## config.mk

```make
export PLATFORM = sky130hd
export DESIGN_NAME = millis_stopwatch
export DESIGN_NICKNAME = d
export VERILOG_FILES = /design/src/rtl/millis_stopwatch.sv
export SDC_FILE = /design/constraint.sdc
export NUM_CORES = 1
export LEC_CHECK = 0
export CAP_MARGIN = 5
export CORE_MARGIN = 1
export CORE_UTILIZATION = 56
export CTS_CLUSTER_SIZE = 20
export DETAILED_ROUTE_END_ITERATION = 8
export GPL_TIMING_DRIVEN = 1
export PLACE_DENSITY = 0.79
export SLEW_MARGIN = 10
export SYNTH_ARGS = -nofsm -noshare
export SYNTH_HDL_FRONTEND = slang
export SYNTH_SLANG_ARGS = --single-unit
export TNS_END_PERCENT = 20
```

## constraint.sdc

```tcl
create_clock -name clk -period 2.5 [get_ports clk]
set_input_delay 0.5 -clock clk [delete_from_list [all_inputs] [get_ports clk]]
set_output_delay 0.5 -clock clk [all_outputs]
set_load 0.005 [all_outputs]
```

## src/rtl/millis_stopwatch.sv

```systemverilog
// millis_stopwatch: free-running millisecond elapsed-time counter.
// The CPU starts, stops and clears it through a byte-wide register port and
// reads the 16-bit count tear-free: reading the low byte latches the high
// byte into a shadow register, which is read back afterwards.
// Optional event capture is enabled by defining MILLIS_STOPWATCH_CAPTURE_EN.
module millis_stopwatch #(
  parameter logic [15:0] SHORT_COUNT_START = 16'd49999
) (
  input  logic       clk,
  input  logic       reset,
  input  logic [1:0] addr,
  input  logic [7:0] data_in,
  input  logic       write_en,
  input  logic       read_en,
  output logic [7:0] data_out,
  output logic       running,
  output logic       overflow,
  input  logic       capture_in
);

  logic [15:0] prescaler_q, prescaler_d;
  logic [15:0] msCount_q, msCount_d;
  logic [7:0]  shadowHi_q, shadowHi_d;
  logic [7:0]  dataOut_q, dataOut_d;
  logic        running_q, running_d;
  logic        overflow_q, overflow_d;

  logic ctrlWrite;
  logic startCmd;
  logic stopCmd;
  logic clearCmd;
  logic msTick;
  logic capturePending;
  logic unusedCtrlBits;

  assign ctrlWrite = write_en && (addr == 2'd0);
  assign startCmd  = ctrlWrite && data_in[0];
  assign stopCmd   = ctrlWrite && data_in[1];
  assign clearCmd  = ctrlWrite && data_in[2];
  assign msTick    = running_q && (prescaler_q == 16'd0);

  assign unusedCtrlBits = ^data_in[7:3];

`ifdef MILLIS_STOPWATCH_CAPTURE_EN
  logic        captureSync1_q;
  logic        captureSync2_q;
  logic        captureDelay_q;
  logic        captureEdge;
  logic [15:0] captureReg_q, captureReg_d;
  logic        capturePending_q, capturePending_d;

  assign captureEdge    = captureSync2_q && !captureDelay_q;
  assign capturePending = capturePending_q;

  // Synchronise the asynchronous event pin and keep one extra stage for edge detection
  always_ff @(posedge clk) begin
    if (reset) begin
      captureSync1_q <= 1'b0;
      captureSync2_q <= 1'b0;
      captureDelay_q <= 1'b0;
    end else begin
      captureSync1_q <= capture_in;
      captureSync2_q <= captureSync1_q;
      captureDelay_q <= captureSync2_q;
    end
  end

  // Snapshot the pre-tick count on a rising edge; an addr3 read clears pending unless a new edge lands
  always_comb begin
    captureReg_d     = captureReg_q;
    capturePending_d = capturePending_q;
    if (read_en && (addr == 2'd3)) begin
      capturePending_d = 1'b0;
    end
    if (captureEdge) begin
      captureReg_d     = msCount_q;
      capturePending_d = 1'b1;
    end
  end

  // Capture register and pending flag
  always_ff @(posedge clk) begin
    if (reset) begin
      captureReg_q     <= 16'd0;
      capturePending_q <= 1'b0;
    end else begin
      captureReg_q     <= captureReg_d;
      capturePending_q <= capturePending_d;
    end
  end
`else
  logic unusedCaptureIn;

  assign unusedCaptureIn = capture_in;
  assign capturePending  = 1'b0;
`endif

  // Counting and control: STOP freezes everything including a coincident tick, CLEAR beats the increment
  always_comb begin
    prescaler_d = prescaler_q;
    msCount_d   = msCount_q;
    overflow_d  = overflow_q;
    running_d   = running_q;

    if (running_q) begin
      prescaler_d = msTick ? SHORT_COUNT_START : (prescaler_q - 16'd1);
    end
    if (msTick) begin
      msCount_d = msCount_q + 16'd1;
      if (msCount_q == 16'hFFFF) begin
        overflow_d = 1'b1;
      end
    end

    if (stopCmd) begin
      running_d   = 1'b0;
      prescaler_d = prescaler_q;
      msCount_d   = msCount_q;
      overflow_d  = overflow_q;
    end else if (startCmd) begin
      running_d   = 1'b1;
      prescaler_d = SHORT_COUNT_START;
    end

    if (clearCmd) begin
      msCount_d   = 16'd0;
      prescaler_d = SHORT_COUNT_START;
      overflow_d  = 1'b0;
    end
  end

  // Read path: registered data, low-byte reads latch the matching high byte into the shadow
  always_comb begin
    dataOut_d  = dataOut_q;
    shadowHi_d = shadowHi_q;
    if (read_en) begin
      case (addr)
        2'd0: dataOut_d = {5'b0, overflow_q, capturePending, running_q};
        2'd1: begin
          dataOut_d  = msCount_q[7:0];
          shadowHi_d = msCount_q[15:8];
        end
        2'd2: dataOut_d = shadowHi_q;
        default: begin
`ifdef MILLIS_STOPWATCH_CAPTURE_EN
          dataOut_d  = captureReg_q[7:0];
          shadowHi_d = captureReg_q[15:8];
`else
          dataOut_d  = 8'h00;
`endif
        end
      endcase
    end
  end

  // Main state registers with synchronous reset
  always_ff @(posedge clk) begin
    if (reset) begin
      prescaler_q <= SHORT_COUNT_START;
      msCount_q   <= 16'd0;
      shadowHi_q  <= 8'd0;
      dataOut_q   <= 8'd0;
      running_q   <= 1'b0;
      overflow_q  <= 1'b0;
    end else begin
      prescaler_q <= prescaler_d;
      msCount_q   <= msCount_d;
      shadowHi_q  <= shadowHi_d;
      dataOut_q   <= dataOut_d;
      running_q   <= running_d;
      overflow_q  <= overflow_d;
    end
  end

  assign data_out = dataOut_q;
  assign running  = running_q;
  assign overflow = overflow_q;

endmodule

```

==> flow_summary.yaml, run 1 <==
power_and_ir_drop:
  p_int_mw: 1.05
  leakage_nw: 0.858
  powerDensity_mw_per_mm2: 497
  p_seq_share_pct: 59.6
  p_sw_share_pct: 23.2
  clkPwrFrac_pct: 32.2
  p_comb_share_pct: 8.2
  vdd_drop_max_uv: 309
  switchingPower_mw: 0.316
routing:
  route.detailed.drc: 0
  viasPerCell: 5.54
  dr.pass1.iters: 4
  drtAntennaViolNets: 0
  drt_iter0_markers: 65
  wl_mm: 4.47
  wl_per_cell_um: 13.3
  dr_total_vias: 1863
grt:
  antenna_found_initial: 0
  grt_pass1_wl_mm: 7.27
  track_usage_pct: 21.4
  grt_start_max_net_pins: 18
  grt-ovfl-total: 0
  grt_pass1_vias: 1631
synth:
  synth.top_cells.by_area: "dfxtp_1 41%, xnor2_1 10%, nor2_1 6.4%, nor4_2 6.2%, nand2_1 3.1%"
  syn_area_sq_mm: 0.00242
  synth_warnings: 0
  yosysTopAreaCell: "dfxtp_1"
  synth_cell_types: 43
  mappedNetlistNets: 283
  synth.top_cell.area_share_pct: 41.3
  synth_area_per_cell_sq_um: 9.15
  ys_seq_elements: 50
  syn_inst: 265
  yosysSeqAreaShare_pct: 41.3
timing:
  final.period_utilization_pct: 90.5
  finalHoldViolCount: 0
  tns_ns: 0
  setup_viol: 0
  timing.final.crit_period_ns: 2.26
  grt_setup_unrepaired: "no"
  drv_slew: 0
  holdWs_ns: 0.462
  finClkSkew_ns: 0.00998
  slew_headroom_pct: 53.9
  fmax_mhz: 442
  tightest_slew_ns: 0.688
worst_setup_path:
  reg2reg_depth: 5
  required_ns: 2.73
  worstSetupStartpointType: "register"
  crit_buf_inv: 0
  slowest_delay_ns: 0.57
  worstPathArrival_ns: 2.49
  crit_path_frequent_cell: "or3_4"
  path_delay_family: "simple AND/OR/NAND/NOR gates"
  path_cells: "or4_1 > or3_4 > or3_4 > a21o_1 > o211ai_2"
  cp_slowest_cell: "or4_1"
  path_class: "reg -> reg"
  crit_path_max_fanout: 9
  cp-end-kind: "register"
  worst-path-stages: 5
clock_network:
  cts_tree: "done"
  clockBufferDepth: 2
  cts.sinks: 50
  htree_levels: 2
  clk_pin_slew_ns: 0.09
  hold_buffers: 0
  clkLatencyLatePin_ns: 0.30
  cts-root-buf: "clkbuf_8"
  cts_setup_buffers: 0
  postCtsResizedCells: 0
  numCtsBuffers: 5
placed_design:
  dp_cells: 329
  port_buffers: 18
  dpl.hpwl_mm: 3.21
  gp_congestion: 0.772
  place_area_sq_mm: 0.00267
finish:
  drive_gt1_share_pct: 17.1
  num_antenna_cells: 0
  fill_cells: 357
  stdcell_area_sq_mm: 0.00275
  final_common_cell: "dfxtp_1"
  fin_nets: 304
  layout_common_cells: "50 x dfxtp_1, 41 x nor2_1, 29 x xnor2_1"
  area_growth_pct: 13.4
  final_cells: 336
  fin_util_pct: 67.2
hold_path:
  hp-class: "reg -> reg"
  min_delay_path_depth: 2
floorplan:
  fp.dieW_um: 67.8
  core_area_sq_mm: 0.00409
  num_rows: 23
  die-area_sq_mm: 0.00459
  start_util_pct: 59.3
  dieHeight_um: 67.8
  ios: 25
run_status:
  status: "finished, final reports clean"
run:
  maxCapViolCount: 0
## logic make-up (layout without fill, tap and decap cells)
logic type | count (synthesis) | after routing | synth area share, %
flops | 50 | 50 | 41.3
buf+inv | 21 | 42 | 4.39
mux | 3 | 3 | 1.24
fa+ha+maj | 3 | 3 | 1.55
compound gates | 32 | 32 | 9.65
xor+xnor | 30 | 30 | 10.8
simple gates | 126 | 126 | 31.0
## worst register-to-register path: stages, from the launching register on
cell	delay [ns]
dfxtp_1	0.35
or4_1	0.57
or3_4	0.42
or3_4	0.41
a21o_1	0.32
o211ai_2	0.13
## state kept, by name (all words and copies together), names as in the netlist
register / count
msCount_q: 16
prescaler_q: 16
shadowHi_q: 8
data_out: 8
overflow: 1
running: 1
## through the flow
step	setup WS [ns]	total power, mW
finish	0.238	1.36
global placement	0.118	0.942
global route	0.174	1.42
floorplan	0.362	0.901
CTS	0.230	1.38
detailed placement	0.126	0.944
## per-layer routing
layer	global-route usage [%]	part of all wire, %
met5	0	0
met4	7.03	0.60
met3	5.57	2.6
met2	35.3	47
met1	26.9	50
## cells in the mapped netlist, drive strengths merged
master    n
dfxtp    50
nor2     41
xnor2    29
nand2    25
nor4     18
nand3    13
a21oi    11
clkbuf   11
a211oi    8
nor3      8
a22oi     6
buf       5
inv       5
ha        3
mux2i     3
nor4b     3
or3       3
and3      2
and4      2
nand4     2
nand4b    2
nor2b     2
o211ai    2
or4       2
a21o      1
a31o      1
a41oi     1
and2b     1
and4bb    1
nand4bb   1
o2111ai   1
o21ai     1
xor2      1
## power by group through the flow
stage | Clock [mW] | Combinational [mW] | Sequential, mW
4_1_cts | 0.453 | 0.113 | 0.813
5_1_grt | 0.485 | 0.122 | 0.815
6_report | 0.440 | 0.112 | 0.813
3_5_place_dp | 0 | 0.112 | 0.832
3_3_place_gp | 0 | 0.110 | 0.832
2_1_floorplan | 0 | 0.0684 | 0.832
## worst paths after layout
check | from | end | slack [ns]
min reg2reg | shadowHi_q[2]$_SDFFE_PP0P_ | shadowHi_q[2]$_SDFFE_PP0P_ | 0.46
max | prescaler_q[2]$_SDFFE_PP1P_ | prescaler_q[1]$_SDFFE_PP1P_ | 0.24
max reg2reg | prescaler_q[2]$_SDFFE_PP1P_ | prescaler_q[1]$_SDFFE_PP1P_ | 0.24
min | shadowHi_q[2]$_SDFFE_PP0P_ | shadowHi_q[2]$_SDFFE_PP0P_ | 0.46
## cell type report
| cell class | instances | area [sq um] | share of cell area (%) |
|---|---|---|---|
| clock buffers | 5 | 68.8 | 2.50 |
| repair buffers | 30 | 270 | 9.84 |
| well taps | 50 | 62.6 | 2.28 |
| multi-input cells | 194 | 1320 | 47.9 |
| inverters | 5 | 18.8 | 0.683 |
| flip-flops and latches | 50 | 1000 | 36.4 |
| clock inverters | 2 | 10.0 | 0.364 |
Power figures use the tool's default switching activity.
==> run 2, diff against run 1 <==
Settings changed: CORE_ASPECT_RATIO set to 0.9, TNS_END_PERCENT 20 to 5.
==> run 2 against run 1 <==
- the flow now finishes with violations (DRC)
- worst setup slack better by 0.022 ns
- sequential power about the same
- sequential share of layout area down 0.65 points
- via count rose by 2.3%
- clock-buffer cell count unchanged
- largest cell class unchanged
- clock power is 27% higher
- highest routed layer unchanged
- die area about the same
- flip-flop and latch count stayed put
==> flow_summary.yaml, run 2 (synthesized netlist as in run 1, its figures left out) <==
timing:
  tns_ns: 0
  finalHoldViolCount: 0
  grt_setup_unrepaired: "no"
  final.period_utilization_pct: 89.6
  holdWs_ns: 0.463
  timing.final.crit_period_ns: 2.24
  setup_viol: 0
  layout_setup_ws_ns: 0.259
  finClkSkew_ns: 0.00586
  tightest_slew_ns: 0.503
  drv_slew: 0
  slew_headroom_pct: 66.2
  fmax_mhz: 446
placed_design:
  gp_congestion: 0.793
  dp_cells: 330
  port_buffers: 18
  post-place-ws_ns: 0.127
  dpl.hpwl_mm: 3.41
  place_area_sq_mm: 0.00269
worst_setup_path:
  required_ns: 2.74
  reg2reg_to: "prescaler_q[1]$_SDFFE_PP1P_"
  endpoint: "prescaler_q[1]$_SDFFE_PP1P_"
  worstPathArrival_ns: 2.48
  path_class: "reg -> reg"
  slowest_delay_ns: 0.55
  worstSetupStartpointType: "register"
  path_delay_family: "simple AND/OR/NAND/NOR gates"
  crit_path_max_fanout: 9
  cp_slowest_cell: "or4_1"
  r2r_start: "prescaler_q[2]$_SDFFE_PP1P_"
  r2r_slack_ns: 0.26
  path_cells: "or4_1 > or3_4 > or3_4 > a21o_1 > o211ai_2"
  crit_path_frequent_cell: "or3_4"
  startpoint: "prescaler_q[2]$_SDFFE_PP1P_"
  reg2reg_depth: 5
  worst-path-stages: 5
  cp-end-kind: "register"
  crit_buf_inv: 0
routing:
  dr.pass1.iters: 6
  wl_mm: 4.82
  route.detailed.drc: 1
  wl_per_cell_um: 14.2
  dr_total_vias: 1905
  drtAntennaViolNets: 0
  drt_iter0_markers: 146
  viasPerCell: 5.64
floorplan:
  ios: 25
  fp.dieW_um: 71.3
  core_area_sq_mm: 0.00410
  dieHeight_um: 64.4
  num_rows: 22
  die-area_sq_mm: 0.00460
  start_util_pct: 59.1
grt:
  use_met2_pct: 36.9
  grt_most_used_layer: "met2"
  grt_pass1_vias: 1795
  track_usage_pct: 22.1
  grt-ovfl-total: 0
  antenna_found_initial: 0
  grt_start_max_net_pins: 18
  grt_pass1_wl_mm: 8.00
  met3_usage_pct: 4.51
  grt_use_met1_pct: 28.4
finish:
  top_regs: "msCount_q: 16 flops, prescaler_q: 16 flops"
  fin_nets: 307
  multi_input_area_sq_mm: 0.00132
  layout_common_cells: "50 x dfxtp_1, 41 x nor2_1, 29 x xnor2_1"
  final_common_cell: "dfxtp_1"
  final_cells: 338
  regArea_sq_mm: 0.00100
  fin_util_pct: 68.2
  fill_cells: 335
  area_growth_pct: 15.4
  num_antenna_cells: 0
  drive_gt1_share_pct: 18.3
  stdcell_area_sq_mm: 0.00280
clock_network:
  cts.sinks: 50
  htree_levels: 2
  clk_pin_slew_ns: 0.09
  clockBufferDepth: 2
  postCtsResizedCells: 0
  hold_buffers: 0
  clkLatencyLatePin_ns: 0.30
  cts_setup_buffers: 0
  cts_tree: "done"
  cts-root-buf: "clkbuf_8"
  numCtsBuffers: 5
power_and_ir_drop:
  powerDensity_mw_per_mm2: 532
  leakage_nw: 0.885
  vdd_drop_max_uv: 493
  switchingPower_mw: 0.331
  p_comb_share_pct: 7.8
  p_seq_share_pct: 54.7
  p_int_mw: 1.16
  power_mw: 1.49
  p_sw_share_pct: 22.3
  clkPwrFrac_pct: 37.5
hold_path:
  hp-class: "reg -> reg"
run_status:
  status: "finished, violations left"
  violations: "DRC"
run:
  maxCapViolCount: 0
==> run 2: cell count changes in the layout (fill, tap and decap cells not counted) <==
cell and delta:
bufinv_16 +1, buf_4 +3
==> run 2: final cells by class <==
class | count | area share, %
clock buffers | 5 | 2.46
clock inverters | 3 | 1.43
well taps | 48 | 2.15
inverters | 5 | 0.671
multi-input cells | 194 | 47.0
repair buffers | 33 | 10.5
flip-flops and latches | 50 | 35.8
==> run 2: tightest hold or removal path, stage by stage (launching register included) <==
cell and delay, ns:
dfxtp_1 0.32, nand2_1 0.05, a21oi_1 0.05
==> run 2: worst min path at each step <==
stage	from	end	slack, ns	cells past startpoint
2_1_floorplan	prescaler_q[1]$_SDFFE_PP1P_	prescaler_q[1]$_SDFFE_PP1P_	0.43	2
4_1_cts	shadowHi_q[1]$_SDFFE_PP0P_	shadowHi_q[1]$_SDFFE_PP0P_	0.46	2
3_3_place_gp	prescaler_q[1]$_SDFFE_PP1P_	prescaler_q[1]$_SDFFE_PP1P_	0.44	2
3_5_place_dp	shadowHi_q[4]$_SDFFE_PP0P_	shadowHi_q[4]$_SDFFE_PP0P_	0.45	2
5_1_grt	shadowHi_q[2]$_SDFFE_PP0P_	shadowHi_q[2]$_SDFFE_PP0P_	0.48	2
6_report	shadowHi_q[1]$_SDFFE_PP0P_	shadowHi_q[1]$_SDFFE_PP0P_	0.46	2
==> run 2: per-layer routing <==
metal  up-vias  part of all wire (%)  wire, um
li1        975                     -         -
met1       895                    48      2320
met2        28                    48      2300
met3         7                   3.0       144
met4         0                   1.1        53
met5         -                     0         0
==> run 2: power groups by stage <==
stage / clock (mW) / combinational (mW) / sequential [mW]
2_1_floorplan: 0 / 0.0684 / 0.832
3_3_place_gp: 0 / 0.114 / 0.832
3_5_place_dp: 0 / 0.116 / 0.833
4_1_cts: 0.567 / 0.116 / 0.814
5_1_grt: 0.590 / 0.126 / 0.815
6_report: 0.559 / 0.116 / 0.814
